## src/rtl/xmm_read_converter_if.sv

```systemverilog
// Handshake bundle for xmm_read_converter: Q15 input channel and 32-bit result channel.
// Flag signals exist only when XMM_READ_FLAGS_EN is defined.
interface xmm_read_converter_if;
  logic        in_valid;
  logic        in_ready;
  logic [1:0]  in_mode;
  logic [63:0] in_data;
  logic        out_valid;
  logic        out_ready;
  logic [31:0] out_data;
`ifdef XMM_READ_FLAGS_EN
  logic        out_inexact;
  logic        out_sat;
`endif

  modport master (
    output in_valid,
    output in_mode,
    output in_data,
    output out_ready,
    input  in_ready,
    input  out_valid,
`ifdef XMM_READ_FLAGS_EN
    input  out_inexact,
    input  out_sat,
`endif
    input  out_data
  );

  modport slave (
    input  in_valid,
    input  in_mode,
    input  in_data,
    input  out_ready,
    output in_ready,
    output out_valid,
`ifdef XMM_READ_FLAGS_EN
    output out_inexact,
    output out_sat,
`endif
    output out_data
  );
endinterface

```

## src/rtl/xmm_read_converter.sv

```systemverilog
// Q15 XMM value -> u32/i32/fp32 word; XMM_READ_FLAGS_EN adds inexact/saturate flags.
// Latency: 1 edge for integer/reserved/zero, NORM shifts + 2 edges for fp32.
// Backpressure: result held in DONE until out_ready; in_ready only while IDLE.
module xmm_read_converter #(
  parameter int NORM_STEP = 8
) (
  input  logic                 clk,
  input  logic                 reset,
  xmm_read_converter_if.slave  bus
);
  typedef enum logic [1:0] {IDLE, NORM, ROUND, DONE} state_t;

  localparam logic [1:0] MODE_U32  = 2'b00;
  localparam logic [1:0] MODE_I32  = 2'b01;
  localparam logic [1:0] MODE_FP32 = 2'b10;

  state_t      state, state_nxt;
  logic [63:0] m_q;
  logic [6:0]  s_q;
  logic        sign_q;
  logic [1:0]  mode_q;
  logic [63:0] in_mag;
  logic [31:0] res_dat;

  // -2^63 wraps to itself, which read as unsigned is exactly 2^63
  assign in_mag       = bus.in_data[63] ? (~bus.in_data + 64'd1) : bus.in_data;
  assign bus.in_ready = (state == IDLE);

  always_ff @(posedge clk or posedge reset) begin
    if (reset) state <= IDLE;
    else       state <= state_nxt;
  end

  always_comb begin
    state_nxt = state;
    case (state)
      IDLE:    if (bus.in_valid)
                 state_nxt = (bus.in_mode != MODE_FP32 || in_mag == 64'd0) ? ROUND : NORM;
      NORM:    if (m_q[63]) state_nxt = ROUND;
      ROUND:   state_nxt = DONE;
      DONE:    if (bus.out_ready) state_nxt = IDLE;
      default: state_nxt = IDLE;
    endcase
  end

  // Coarse shift first, then single steps, so no wide priority encoder is needed
  always_ff @(posedge clk or posedge reset) begin
    if (reset) begin
      m_q    <= '0;
      s_q    <= '0;
      sign_q <= 1'b0;
      mode_q <= '0;
    end else begin
      case (state)
        IDLE: if (bus.in_valid) begin
          m_q    <= in_mag;
          s_q    <= '0;
          sign_q <= bus.in_data[63];
          mode_q <= bus.in_mode;
        end
        NORM: if (m_q[63 -: NORM_STEP] == '0) begin
          m_q <= m_q << NORM_STEP;
          s_q <= s_q + 7'(NORM_STEP);
        end else if (!m_q[63]) begin
          m_q <= m_q << 1;
          s_q <= s_q + 7'd1;
        end
        default: ;
      endcase
    end
  end

  logic [48:0] tr_mag;
  logic        grd, sticky, rnd_up;
  logic [23:0] mant_rnd;
  logic [7:0]  exp_val;

  assign tr_mag   = m_q[63:15];
  assign grd      = m_q[39];
  assign sticky   = |m_q[38:0];
  assign rnd_up   = grd & (sticky | m_q[40]);
  assign mant_rnd = {1'b0, m_q[62:40]} + 24'(rnd_up);
  assign exp_val  = 8'd175 - {1'b0, s_q} + {7'd0, mant_rnd[23]};

`ifdef XMM_READ_FLAGS_EN
  logic frac_nz, res_inexact, res_sat;
  assign frac_nz = |m_q[14:0];
`endif

  always_comb begin
    res_dat = '0;
`ifdef XMM_READ_FLAGS_EN
    res_inexact = 1'b0;
    res_sat     = 1'b0;
`endif
    case (mode_q)
      MODE_U32: begin
`ifdef XMM_READ_FLAGS_EN
        res_inexact = frac_nz;
        res_sat     = sign_q ? (tr_mag != '0) : (tr_mag > 49'hFFFF_FFFF);
`endif
        if (sign_q)                     res_dat = '0;
        else if (tr_mag > 49'hFFFF_FFFF) res_dat = 32'hFFFF_FFFF;
        else                            res_dat = tr_mag[31:0];
      end
      MODE_I32: begin
`ifdef XMM_READ_FLAGS_EN
        res_inexact = frac_nz;
        res_sat     = sign_q ? (tr_mag > 49'h8000_0000) : (tr_mag > 49'h7FFF_FFFF);
`endif
        if (sign_q) begin
          if (tr_mag > 49'h8000_0000) res_dat = 32'h8000_0000;
          else                        res_dat = ~tr_mag[31:0] + 32'd1;
        end else begin
          if (tr_mag > 49'h7FFF_FFFF) res_dat = 32'h7FFF_FFFF;
          else                        res_dat = tr_mag[31:0];
        end
      end
      MODE_FP32: begin
        if (m_q != '0) res_dat = {sign_q, exp_val, mant_rnd[22:0]};
`ifdef XMM_READ_FLAGS_EN
        res_inexact = grd | sticky;
`endif
      end
      default: res_dat = '0;
    endcase
  end

  always_ff @(posedge clk or posedge reset) begin
    if (reset) begin
      bus.out_valid   <= 1'b0;
      bus.out_data    <= '0;
`ifdef XMM_READ_FLAGS_EN
      bus.out_inexact <= 1'b0;
      bus.out_sat     <= 1'b0;
`endif
    end else if (state == ROUND) begin
      bus.out_valid   <= 1'b1;
      bus.out_data    <= res_dat;
`ifdef XMM_READ_FLAGS_EN
      bus.out_inexact <= res_inexact;
      bus.out_sat     <= res_sat;
`endif
    end else if (state == DONE && bus.out_ready) begin
      bus.out_valid   <= 1'b0;
    end
  end
endmodule

```

## src/flat_wrapper.sv

```systemverilog
// flat-port wrapper written by rule: the top's interface ports become plain ports
module xmm_read_converter_flat 
#(
  parameter int NORM_STEP = 8
)
  (clk, reset, bus_in_valid, bus_in_mode, bus_in_data, bus_out_ready, bus_in_ready, bus_out_valid, bus_out_data);
  xmm_read_converter_if bus_i ();
  input  logic clk;
  input  logic reset;
  input wire logic [$bits(bus_i.in_valid)-1:0] bus_in_valid;
  input wire logic [$bits(bus_i.in_mode)-1:0] bus_in_mode;
  input wire logic [$bits(bus_i.in_data)-1:0] bus_in_data;
  input wire logic [$bits(bus_i.out_ready)-1:0] bus_out_ready;
  output wire logic [$bits(bus_i.in_ready)-1:0] bus_in_ready;
  output wire logic [$bits(bus_i.out_valid)-1:0] bus_out_valid;
  output wire logic [$bits(bus_i.out_data)-1:0] bus_out_data;
  assign bus_i.in_valid = bus_in_valid;
  assign bus_i.in_mode = bus_in_mode;
  assign bus_i.in_data = bus_in_data;
  assign bus_i.out_ready = bus_out_ready;
  assign bus_in_ready = bus_i.in_ready;
  assign bus_out_valid = bus_i.out_valid;
  assign bus_out_data = bus_i.out_data;
  xmm_read_converter #(.NORM_STEP(NORM_STEP)) u_core (.clk(clk), .reset(reset), .bus(bus_i));
endmodule
```

## config.mk

```make
export PLATFORM = sky130hd
export DESIGN_NAME = xmm_read_converter_flat
export DESIGN_NICKNAME = d
export VERILOG_FILES = /design/src/rtl/xmm_read_converter_if.sv /design/src/rtl/xmm_read_converter.sv /design/src/flat_wrapper.sv
export SDC_FILE = /design/constraint.sdc
export NUM_CORES = 1
export LEC_CHECK = 0
export CAP_MARGIN = 40
export CORE_ASPECT_RATIO = 0.5
export CORE_UTILIZATION = 50
export DETAILED_ROUTE_END_ITERATION = 8
export GPL_TIMING_DRIVEN = 1
export PLACE_DENSITY = 0.71
export SYNTH_ARGS = -nofsm -noshare
export SYNTH_HDL_FRONTEND = slang
export SYNTH_SLANG_ARGS = --single-unit
```

## constraint.sdc

```tcl
create_clock -name clk -period 10.1 [get_ports clk]
set_clock_uncertainty 0.15 [all_clocks]
set_input_delay 2.525 -clock clk [delete_from_list [all_inputs] [get_ports clk]]
set_output_delay 2.525 -clock clk [all_outputs]
set_load 0.05 [all_outputs]
```

# ---- Yosys cells after proc, flatten, opt, wreduce, memory -nomap -nowiden
# Index checks and enable logic that the tools add are counted.
dict set report totals {
  regBits 109
  output_inout_bits 34
  wordCells 69
}
dict set report op_classes {
  add_sub_neg 7
  magnitude_cmp 3
  n_eq_ne 10
  muxes 23
  bitwise_logic 4
  n_reduce_logical 14
}
# operator count
set op_table {}
lappend op_table {{$mux W64} 4}
lappend op_table {{$mux W32} 6}
lappend op_table {{$pmux W64 S2} 1}
lappend op_table {{$gt A49 B32 Y1 const B} 2}
lappend op_table {{$pmux W32 S3} 1}
lappend op_table {{$add A64 B1 Y64 const B} 1}
lappend op_table {{$logic_not A64 Y1} 1}
lappend op_table {{$not A64 Y64} 1}
lappend op_table {{$reduce_bool A64 Y1} 1}
lappend op_table {{$gt A49 B31 Y1 const B} 1}
lappend op_table {{$reduce_or A39 Y1} 1}
lappend op_table {{$add A32 B1 Y32 const B} 1}
lappend op_table {{$not A32 Y32} 1}
lappend op_table {{$add A23 B1 Y24} 1}
lappend op_table {{$mux W7} 3}
lappend op_table {{$pmux W7 S2} 1}
lappend op_table {{$add A8 B1 Y8} 1}
lappend op_table {{$logic_not A8 Y1} 1}
lappend op_table {{$mux W2} 4}
lappend op_table {{$pmux W2 S4} 1}
lappend op_table {{$sub A8 B7 Y8 const A} 1}
lappend op_table {{$add A7 B1 Y7 const B} 1}
lappend op_table {{$add A7 B4 Y7 const B} 1}
lappend op_table {{$eq A2 B2 Y1 const B} 3}
lappend op_table {{other kinds (13)} 21}

# ---- Longest topological paths before layout
# Gate-level depths: netlist (run 1).
dict set report logic_depth {
  depth_word 8
  ltp_mapped 14
  ltp_nobuf 13
}

# ---- Worst setup path before layout (run 1)
# Ideal clock, no wire load.
dict set report synth_path {
  path_kind {input port to flip-flop}
  startpoint {input port bus_in_data[3]}
  endpoint {register u_core.state[0]}
  setup_ns 0.138
  arrival_ns 6.012
  required_ns 9.812
  path_slack_ns 3.800
  path_stages 12
  cell_sequence {or4_1 -> buf_2 -> or4_1 -> buf_2 -> or3_1 -> buf_2 -> nor3_1 -> or3_1 -> or4b_1 -> a2111o_1 -> o41ai_2 -> a22oi_1}
}
dict set report synth_between {
  elab_chain_cells 8
}
# element line_no
set synth_lines {}
lappend synth_lines {{start, declared} flat_wrapper.sv:12} ;# input wire logic [$bits(bus_i.in_data)-1:0] bus_in_data;
lappend synth_lines {{$not A64 Y64} xmm_read_converter.sv:26} ;# assign in_mag = bus.in_data[63] ? (~bus.in_data + 64'd1) : bus.in_data;
lappend synth_lines {{$add A64 B1 Y64} xmm_read_converter.sv:26}
lappend synth_lines {{$mux W64 *} xmm_read_converter.sv:26}
lappend synth_lines {{$logic_not A64 Y1 *} xmm_read_converter.sv:38} ;# state_nxt = (bus.in_mode != MODE_FP32 || in_mag == 64'd0) ? ROUND : NORM;
lappend synth_lines {{$logic_or A1 B1 Y1 *} xmm_read_converter.sv:38}
lappend synth_lines {{$mux W2 *} xmm_read_converter.sv:38}
lappend synth_lines {{$mux W2 *} xmm_read_converter.sv:37} ;# IDLE: if (bus.in_valid)
lappend synth_lines {{$pmux W2 S4 *} xmm_read_converter.sv:36} ;# case (state)
lappend synth_lines {{end signal, assigned} xmm_read_converter.sv:31} ;# else state <= state_nxt;
lappend synth_lines {{end, declared} xmm_read_converter.sv:17} ;# state_t state, state_nxt;
# Mark *: on every way between the ends. The rest lies on a longest branch, timed or not. The select of a mux whose other input is x is not followed.
# A chain may end at the register's enable or synchronous reset.

# ---- Final worst setup path (run 1)
# Ends and elaborated chain as after synthesis.

==> results of run 1 <==
## registers in the layout (all words and copies together), names as in the netlist
name and cells:
u_core.state 2, u_core.sign_q 1, u_core.m_q 64, u_core.bus.out_valid 1, u_core.s_q 7, u_core.bus.out_data 32
u_core.mode_q 2
## layer usage
layer,global-route usage,share of wire,up-vias
met4,0.0810,0.017,0
met5,0,0,-
li1,-,-,5087
met3,0.0613,0.11,38
met2,0.516,0.40,646
met1,0.567,0.47,5235
## cell families (layout without fill, tap and decap cells)
kind of cell    count (synthesis)  in the layout  synth area share
xor+xnor                      116            116             0.101
buf+inv                       226            235            0.0844
flops                         109            109             0.270
mux                             8              8           0.00855
fa+ha+maj                      13             13            0.0161
compound gates                430            430             0.276
simple gates                  483            483             0.244
## worst register-to-register path: stages (launching register included)
cell      delay [ns]
dfrtp_1         0.57
nor4_1          0.74
and3_1          0.40
nand3_1         0.28
or3_1           0.47
o21ai_1         0.77
buf_4           0.37
o21ai_0         0.17
a211oi_1        0.33
o32ai_1         0.12
## layout make-up
cell class              count  area share
clock buffers              11      0.0211
clock inverters             5     0.00370
inverters                  99      0.0325
multi-input cells        1050       0.570
flip-flops and latches    109       0.237
well taps                 266      0.0289
repair buffers            120       0.107
## placed cells by master (no fill, tap or decap), types with 12 or more instances in the layout
cell / count
xnor2_1: 92
nor3_1: 64
inv_1: 97
o31ai_1: 13
clkdlybuf4s50_1: 102
o311ai_0: 40
o21ai_0: 155
nor4_1: 34
a21oi_1: 65
nand2b_1: 15
nand4_1: 23
nor2_1: 61
or3_1: 21
nand2_1: 137
dfrtp_1: 108
xor2_1: 24
nand3_1: 52
or4_1: 19
a31oi_1: 12
o22ai_1: 30
ha_1: 12
o211ai_1: 39
## power by group
group	internal [mW]	total [mW]	switching (mW)
combinational	0.638	1.86	1.22
sequential	0.642	0.946	0.304
clock	0.178	0.356	0.178
total	1.46	3.16	1.70
## stage by stage
step	setup slack, ns	cells	hold WS (ns)	instance area (um^2)	utilization
after global placement	2.77	1637	0.313	11100	0.565
after global routing	2.69	1660	0.372	11500	0.586
after CTS	2.99	1660	0.347	11500	0.586
after floorplan	3.80	1385	0.336	10100	-
after detailed placement	2.64	1644	0.329	11200	0.571
final	2.97	1660	0.343	11500	0.586
## worst paths after layout
path	startpoint	end	cells after the start
min in group asynchronous	reset	u_core.s_q[0]	2
worst max register to register	u_core.m_q[19]	u_core.bus.out_data[16]	9
worst max-delay path	bus_in_data[3]	u_core.state[0]	10
worst min register to register	u_core.bus.out_valid	u_core.bus.out_valid	1
worst min-delay path	u_core.bus.out_valid	u_core.bus.out_valid	1
max in group asynchronous	reset	u_core.sign_q	4
==> results.py, run 1 <==
metrics = {
    "flow_run": {
        "max-cap-violations": 0,
    },
    "clock_network": {
        "path_clk_slew_ns": 0.08,
        "insertion_delay_ns": 0.37,
        "root_buffer": "clkbuf_16",
        "clkSinkCount": 109,
        "ctsResizeCount": 0,
        "cts_tree": "yes",
        "cts_buffer_depth": 2,
        "h-tree-depth": 3,
        "cts_made_buffers": 9,
        "ctsHoldBuffers": 0,
        "post_cts_buffers": 0,
    },
    "setup_path": {
        "cp.arrival_ns": 7.21,
        "crit_type": "in2reg",
        "critPathLaunchType": "primary input",
        "cp-end-kind": "register",
        "crit_buf_inv": 1,
        "path_cells": "clkdlybuf4s50_1, or4_1, or4_1, or3_1, nor3_1, or3_1, or4b_1, a2111o_1, o41ai_2, a22oi_1",
        "crit_fanout": 15,
        "slowest_delay_ns": 0.76,
        "critPathTopFamily": "simple AND/OR/NAND/NOR gates",
        "r2r_setup_slack_ns": 5.58,
        "slowest_stage": "or4_1",
        "worstPathRequired_ns": 10.18,
    },
    "global_routing": {
        "grt_pass1_vias": 9665,
        "antenna_found_initial": 0,
        "grt_max_degree": 92,
        "grt.total_usage": 0.364,
        "grt_remaining_overflow": 0,
        "grt_pass1_wl_um": 57600,
    },
    "logic_synthesis": {
        "synth_area_um2": 10100,
        "synth_seq_cells": 109,
        "yosys-top-cells-count": "o21ai_0 (156), nand2_1 (137), dfrtp_1 (109)",
        "avgSynthCellArea_um2": 7.29,
        "synth.area.top_cells": "dfrtp_1 (27%), xnor2_1 (8.0%), o21ai_0 (7.7%)",
        "syn_inst": 1385,
        "ys_warn_count": 0,
        "async_reset_ff_frac": 1.00,
        "netlist.top_cell.by_area": "dfrtp_1",
        "synth_cell_types": 72,
        "synth_edf_count": 0,
        "synth_top_area_share": 0.270,
        "synth.most_common_cell": "o21ai_0",
        "synth-main-ff-cell": "dfrtp_1",
        "syn_nets": 1468,
        "seq_area_frac_synth": 0.270,
    },
    "layout": {
        "area.sequential_um2": 2730,
        "areaGrowthSynthToFinish_pct": 13.9,
        "multiInputGateArea_um2": 6550,
        "finalNetCount": 1472,
        "drive_gt1_frac": 0.0430,
        "fillCellCount": 1876,
        "diodes": 0,
    },
    "power_and_ir_drop": {
        "p_per_area_nw_per_um2": 275,
        "power_mw": 3.16,
        "ir_drop_uv": 129,
        "p_leak_nw": 4.01,
    },
    "floorplan": {
        "ioPinCount": 104,
        "rows": 36,
        "die_h_um": 102,
        "die_w_um": 203,
        "coreArea_um2": 19600,
        "initial_core_util": 0.514,
        "die_area_um2": 20800,
    },
    "route": {
        "routed_wl_um": 37900,
        "drc": 0,
        "vias": 11006,
        "wl_per_cell_um": 22.8,
        "drtPass1Iterations": 5,
        "drt-vias-per-instance": 6.63,
        "drtIter0Drc": 1510,
        "antenna_left": 0,
    },
    "outcome": {
        "status": "finished clean",
    },
    "placement": {
        "portBuffers": 103,
        "place.gp.congestion": 0.957,
        "dp_hpwl_um": 28500,
    },
    "timing": {
        "min_period_ns": 7.13,
        "setup_tns_ns": 0,
        "final_hold_viol_count": 0,
        "slew_viol_final": 0,
        "fmax_mhz": 140,
        "relSlewSlack": 0.362,
        "worst_pin_slew_ns": 0.951,
        "finalCritPeriodShare": 0.706,
        "rsz0062_at_grt": "false",
        "setup_viol": 0,
    },
    "hold_path": {
        "hold_path_class": "reg2reg",
    },
}
No activity file was read; power rests on OpenSTA's default activity.
==> run 2: changes to the inputs <==
==> constraint.sdc (replaced) <==
create_clock -name clk -period 7.35 [get_ports clk]
set_clock_uncertainty 0.15 [all_clocks]
set_input_delay 1.8375 -clock clk [delete_from_list [all_inputs] [get_ports clk]]
set_output_delay 1.8375 -clock clk [all_outputs]
set_load 0.05 [all_outputs]
==> results.py, run 2 (same netlist as run 1, synthesis figures left out) <==
metrics = {
    "outcome": {
        "status": "finished clean",
    },
    "clock_network": {
        "root_buffer": "clkbuf_16",
        "clkSinkCount": 109,
        "cts_buffer_depth": 2,
        "h-tree-depth": 3,
        "cts_made_buffers": 9,
        "path_clk_slew_ns": 0.08,
        "ctsResizeCount": 0,
        "cts_tree": "yes",
        "post_cts_buffers": 0,
        "ctsHoldBuffers": 0,
        "insertion_delay_ns": 0.37,
    },
    "flow_run": {
        "max-cap-violations": 0,
    },
    "timing": {
        "relSlewSlack": 0.427,
        "rsz0062_at_grt": "false",
        "fmax_mhz": 163,
        "finalCritPeriodShare": 0.837,
        "final_hold_viol_count": 0,
        "slew_viol_final": 0,
        "setup_tns_ns": 0,
        "min_period_ns": 6.15,
        "worst_pin_slew_ns": 0.852,
        "setup_ws_ns": 1.20,
        "setup_viol": 0,
    },
    "setup_path": {
        "path_cells": "clkdlybuf4s50_1, or4_1, or4_1, buf_4, or3_1, buf_4, o41ai_4, xnor2_1, or4b_1, a2111o_1, o41ai_2, a22oi_1",
        "r2r_setup_slack_ns": 3.23,
        "critPathLaunchType": "primary input",
        "slowest_delay_ns": 0.67,
        "cp.arrival_ns": 6.23,
        "cp-end-kind": "register",
        "slowest_stage": "or4_1",
        "crit_type": "in2reg",
        "worstPathRequired_ns": 7.43,
        "crit_fanout": 15,
    },
    "layout": {
        "area.sequential_um2": 2730,
        "fillCellCount": 1891,
        "largest_register_ffs": 64,
        "multiInputGateArea_um2": 6550,
        "top_regs": "u_core.m_q: 64 flops, u_core.bus.out_data: 32 flops, u_core.s_q: 7 flops",
        "regMostFlops": "u_core.m_q",
        "fin_util": 0.588,
        "fin_cells": 1666,
        "finalNetCount": 1477,
        "final_cell_mix": "o21ai_0 (155), nand2_1 (137), dfrtp_1 (108)",
        "final_common_cell": "o21ai_0",
        "areaGrowthSynthToFinish_pct": 14.4,
        "drive_gt1_frac": 0.0457,
    },
    "placement": {
        "dp_hpwl_um": 29100,
        "portBuffers": 103,
        "place.gp.congestion": 0.952,
        "dp_cells": 1649,
        "pre_cts_ws_ns": 0.912,
    },
    "route": {
        "drc": 0,
        "drtPass1Iterations": 6,
        "vias": 11098,
        "wl_per_cell_um": 23.0,
        "antenna_left": 0,
        "drtIter0Drc": 1391,
        "routed_wl_um": 38400,
        "drt-vias-per-instance": 6.66,
    },
    "floorplan": {
        "rows": 36,
        "die_area_um2": 20800,
        "die_h_um": 102,
        "die_w_um": 203,
        "initial_core_util": 0.514,
        "coreArea_um2": 19600,
        "ioPinCount": 104,
    },
    "global_routing": {
        "grt_pass1_vias": 9705,
        "antenna_found_initial": 2,
        "grt.total_usage": 0.369,
        "grt_pass1_wl_um": 57900,
        "grt_max_degree": 92,
        "grt_remaining_overflow": 0,
    },
    "power_and_ir_drop": {
        "p_leak_nw": 4.03,
        "ir_drop_uv": 190,
        "p_per_area_nw_per_um2": 380,
    },
    "hold_path": {
        "hold_path_class": "reg2reg",
    },
}
-- run 2: area by class of cell --
| class | count | area share |
|---|---|---|
| clock buffer | 9 | 0.0195 |
| clock inverter | 7 | 0.00780 |
| inverter | 99 | 0.0324 |
| timing repair buffer | 125 | 0.108 |
| tap | 266 | 0.0288 |
| sequential | 109 | 0.236 |
| multi-input combinational | 1050 | 0.567 |
| antenna | 1 | 0.000217 |
-- run 2: per-layer routing --
layer / vias up / wire (um) / GRT usage
li1: 5089 / - / -
met1: 5260 / 17500 / 0.560
met2: 698 / 15500 / 0.515
met3: 49 / 4600 / 0.0891
met4: 2 / 719 / 0.0954
met5: - / 15 / 0
-- run 2: worst max-delay path: cells and delay by family --
kind / cells / cell delay [ns]
xor+xnor: 1 / 0.14
simple gates: 4 / 2.07
compound gates: 4 / 1.24
buf+inv: 3 / 0.92
-- run 2: through the flow --
stage | hold slack, ns | instance area, um^2 | total power, mW
after floorplan | 0.336 | 10100 | 2.91
after global placement | 0.310 | 11100 | 3.70
after detailed placement | 0.316 | 11200 | 3.79
after CTS | 0.332 | 11500 | 4.32
after global routing | 0.372 | 11500 | 4.66
final | 0.328 | 11500 | 4.38
-- run 2: power breakdown --
| group | switching (mW) | leakage [nW] | internal (mW) |
|---|---|---|---|
| logic | 1.68 | 2.52 | 0.871 |
| registers | 0.424 | 1.36 | 0.883 |
| clock network | 0.251 | 0.147 | 0.272 |
-- run 2: final timing paths --
| path | cells past startpoint | startpoint | endpoint |
|---|---|---|---|
| setup / recovery | 12 | bus_in_data[3] | u_core.state[0] |
| hold / removal | 1 | u_core.bus.out_valid | u_core.bus.out_valid |
| setup reg to reg | 10 | u_core.m_q[63] | u_core.state[0] |
| hold reg to reg | 1 | u_core.bus.out_valid | u_core.bus.out_valid |
| max in group asynchronous | 4 | reset | u_core.sign_q |
| min in group asynchronous | 2 | reset | u_core.bus.out_data[8] |
==> run 3: changes to the inputs <==
--- a/config.mk
+++ b/config.mk
@@ -10,7 +10,7 @@
 export CORE_UTILIZATION = 50
 export DETAILED_ROUTE_END_ITERATION = 8
 export GPL_TIMING_DRIVEN = 1
-export PLACE_DENSITY = 0.71
+export PLACE_DENSITY = 0.73
 export SYNTH_ARGS = -nofsm -noshare
 export SYNTH_HDL_FRONTEND = slang
 export SYNTH_SLANG_ARGS = --single-unit
==> constraint.sdc (replaced) <==
create_clock -name clk -period 5.2 [get_ports clk]
set_clock_uncertainty 0.15 [all_clocks]
set_input_delay 1.3 -clock clk [delete_from_list [all_inputs] [get_ports clk]]
set_output_delay 1.3 -clock clk [all_outputs]
set_load 0.05 [all_outputs]
==> results.py, run 3 (same netlist as run 1, synthesis figures left out) <==
metrics = {
    "floorplan": {
        "die_h_um": 102,
        "ioPinCount": 104,
        "die_w_um": 203,
        "die_area_um2": 20800,
        "rows": 36,
        "initial_core_util": 0.514,
        "coreArea_um2": 19600,
    },
    "layout": {
        "multiInputGateArea_um2": 6680,
        "top_regs": "u_core.m_q: 64 flops, u_core.bus.out_data: 32 flops, u_core.s_q: 7 flops",
        "finalNetCount": 1590,
        "stdcell_area_um2": 12500,
        "area.sequential_um2": 2730,
        "regMostFlops": "u_core.m_q",
        "drive_gt1_frac": 0.128,
        "largest_register_ffs": 64,
        "fillCellCount": 1780,
        "final_common_cell": "o21ai_0",
        "diodes": 0,
        "areaGrowthSynthToFinish_pct": 23.9,
        "final_cell_mix": "o21ai_0 (155), nand2_1 (137), buf_4 (131)",
    },
    "setup_path": {
        "cp.arrival_ns": 5.11,
        "critPathLaunchType": "primary input",
        "cp-end-kind": "register",
        "crit_fanout": 14,
        "timing.rr.start": "u_core.state[1]",
        "worstPathRequired_ns": 5.29,
        "worst_r2r_endpoint": "u_core.state[0]",
        "r2r_setup_slack_ns": 1.08,
        "r2r_cells": 12,
        "crit_type": "in2reg",
    },
    "hold_path": {
        "hold_path_end": "u_core.bus.out_valid",
        "hp-start": "u_core.bus.out_valid",
        "hold_path_class": "reg2reg",
        "hold_depth": 1,
    },
    "clock_network": {
        "insertion_delay_ns": 0.37,
        "clkSinkCount": 109,
        "path_clk_slew_ns": 0.08,
        "cts_tree": "yes",
        "cts_made_buffers": 9,
        "root_buffer": "clkbuf_16",
        "h-tree-depth": 3,
        "ctsHoldBuffers": 0,
        "cts_buffer_depth": 2,
    },
    "route": {
        "wl_per_cell_um": 22.4,
        "antenna_left": 0,
        "drc": 0,
        "drt-vias-per-instance": 6.57,
        "vias": 11678,
        "drtPass1Iterations": 6,
        "routed_wl_um": 39900,
        "drtIter0Drc": 1540,
    },
    "timing": {
        "min_period_ns": 5.03,
        "slew_viol_final": 0,
        "setup_viol": 0,
        "final_hold_viol_count": 0,
        "worst_pin_slew_ns": 0.867,
        "finalCritPeriodShare": 0.966,
        "fmax_mhz": 199,
        "relSlewSlack": 0.422,
    },
    "global_routing": {
        "antenna_found_initial": 1,
        "grt_remaining_overflow": 0,
        "met1_usage": 0.555,
        "grt_max_degree": 92,
        "grt_use_met2": 0.567,
        "globalRouteMet3Util": 0.0942,
        "grt.busiest_layer": "met2",
        "grt_pass1_wl_um": 61300,
        "grt.total_usage": 0.384,
        "grt_pass1_vias": 10629,
    },
    "placement": {
        "place.gp.congestion": 0.975,
        "postPlaceCellArea_um2": 12100,
        "portBuffers": 103,
        "dp_hpwl_um": 30900,
    },
    "power_and_ir_drop": {
        "p_leak_nw": 4.63,
        "ir_drop_uv": 206,
        "power_mw": 6.32,
        "p_per_area_nw_per_um2": 505,
    },
    "outcome": {
        "status": "finished clean",
    },
    "flow_run": {
        "max-cap-violations": 0,
    },
}
[run 3: layout make-up]
| class | count | share of cell area |
|---|---|---|
| Timing Repair Buffer | 238 | 0.167 |
| Multi-Input combinational cell | 1050 | 0.534 |
| Tap cell | 266 | 0.0266 |
| Clock inverter | 7 | 0.00720 |
| Sequential cell | 109 | 0.218 |
| Clock buffer | 9 | 0.0180 |
| Inverter | 99 | 0.0299 |
[run 3: metrics by stage]
| stage | hold WS (ns) | cells | setup WS [ns] | TNS (ns) | util |
|---|---|---|---|---|---|
| 2_1_floorplan | 0.336 | 1385 | 0.125 | 0 | - |
| 3_3_place_gp | 0.309 | 1756 | -0.300 | -0.582 | 0.611 |
| 3_5_place_dp | 0.359 | 1761 | -0.436 | -0.856 | 0.615 |
| 4_1_cts | 0.375 | 1777 | 0.0214 | 0 | 0.631 |
| 5_1_grt | 0.380 | 1778 | -0.0438 | -0.0552 | 0.637 |
| 6_report | 0.372 | 1778 | 0.175 | 0 | 0.637 |
[run 3: worst max path at each step]
stage / endpoint / start / cells past startpoint / slack (ns)
2_1_floorplan: u_core.state[0] / bus_in_data[3] / 12 / 0.12
3_3_place_gp: u_core.state[0] / bus_in_data[0] / 14 / -0.30
3_5_place_dp: u_core.state[0] / bus_in_data[0] / 14 / -0.44
4_1_cts: u_core.state[0] / bus_in_data[0] / 14 / 0.02
5_1_grt: u_core.state[0] / bus_in_data[0] / 14 / -0.04
6_report: u_core.state[0] / bus_in_data[0] / 14 / 0.17
[run 3: worst max-delay path, cell delays in order]
cell             delay [ns]
clkdlybuf4s50_1        0.42
inv_1                  0.07
ha_1                   0.17
or3b_2                 0.48
or4_4                  0.44
buf_6                  0.18
nor4_4                 0.27
buf_4                  0.15
a31oi_1                0.09
xor2_1                 0.18
or4b_1                 0.53
a2111o_1               0.44
o41ai_4                0.26
a22oi_1                0.11
[run 3: repair_timing]
action | in CTS | in global routing
setup endpoints to repair | 2 | 2
setup buffers | 0 | 1
pin swaps | 0 | 4
gates resized for setup | 1 | 20
[run 3: routing by layer]
metal	up-vias	share of wire
met2	705	0.41
met1	5583	0.45
met4	0	0.022
li1	5332	-
met5	-	0
met3	58	0.12
[run 3: where the power goes]
group | total (mW) | switching [mW] | internal (mW)
clock network | 0.732 | 0.348 | 0.385
registers | 1.86 | 0.616 | 1.25
logic | 3.72 | 2.41 | 1.32
total | 6.32 | 3.37 | 2.95
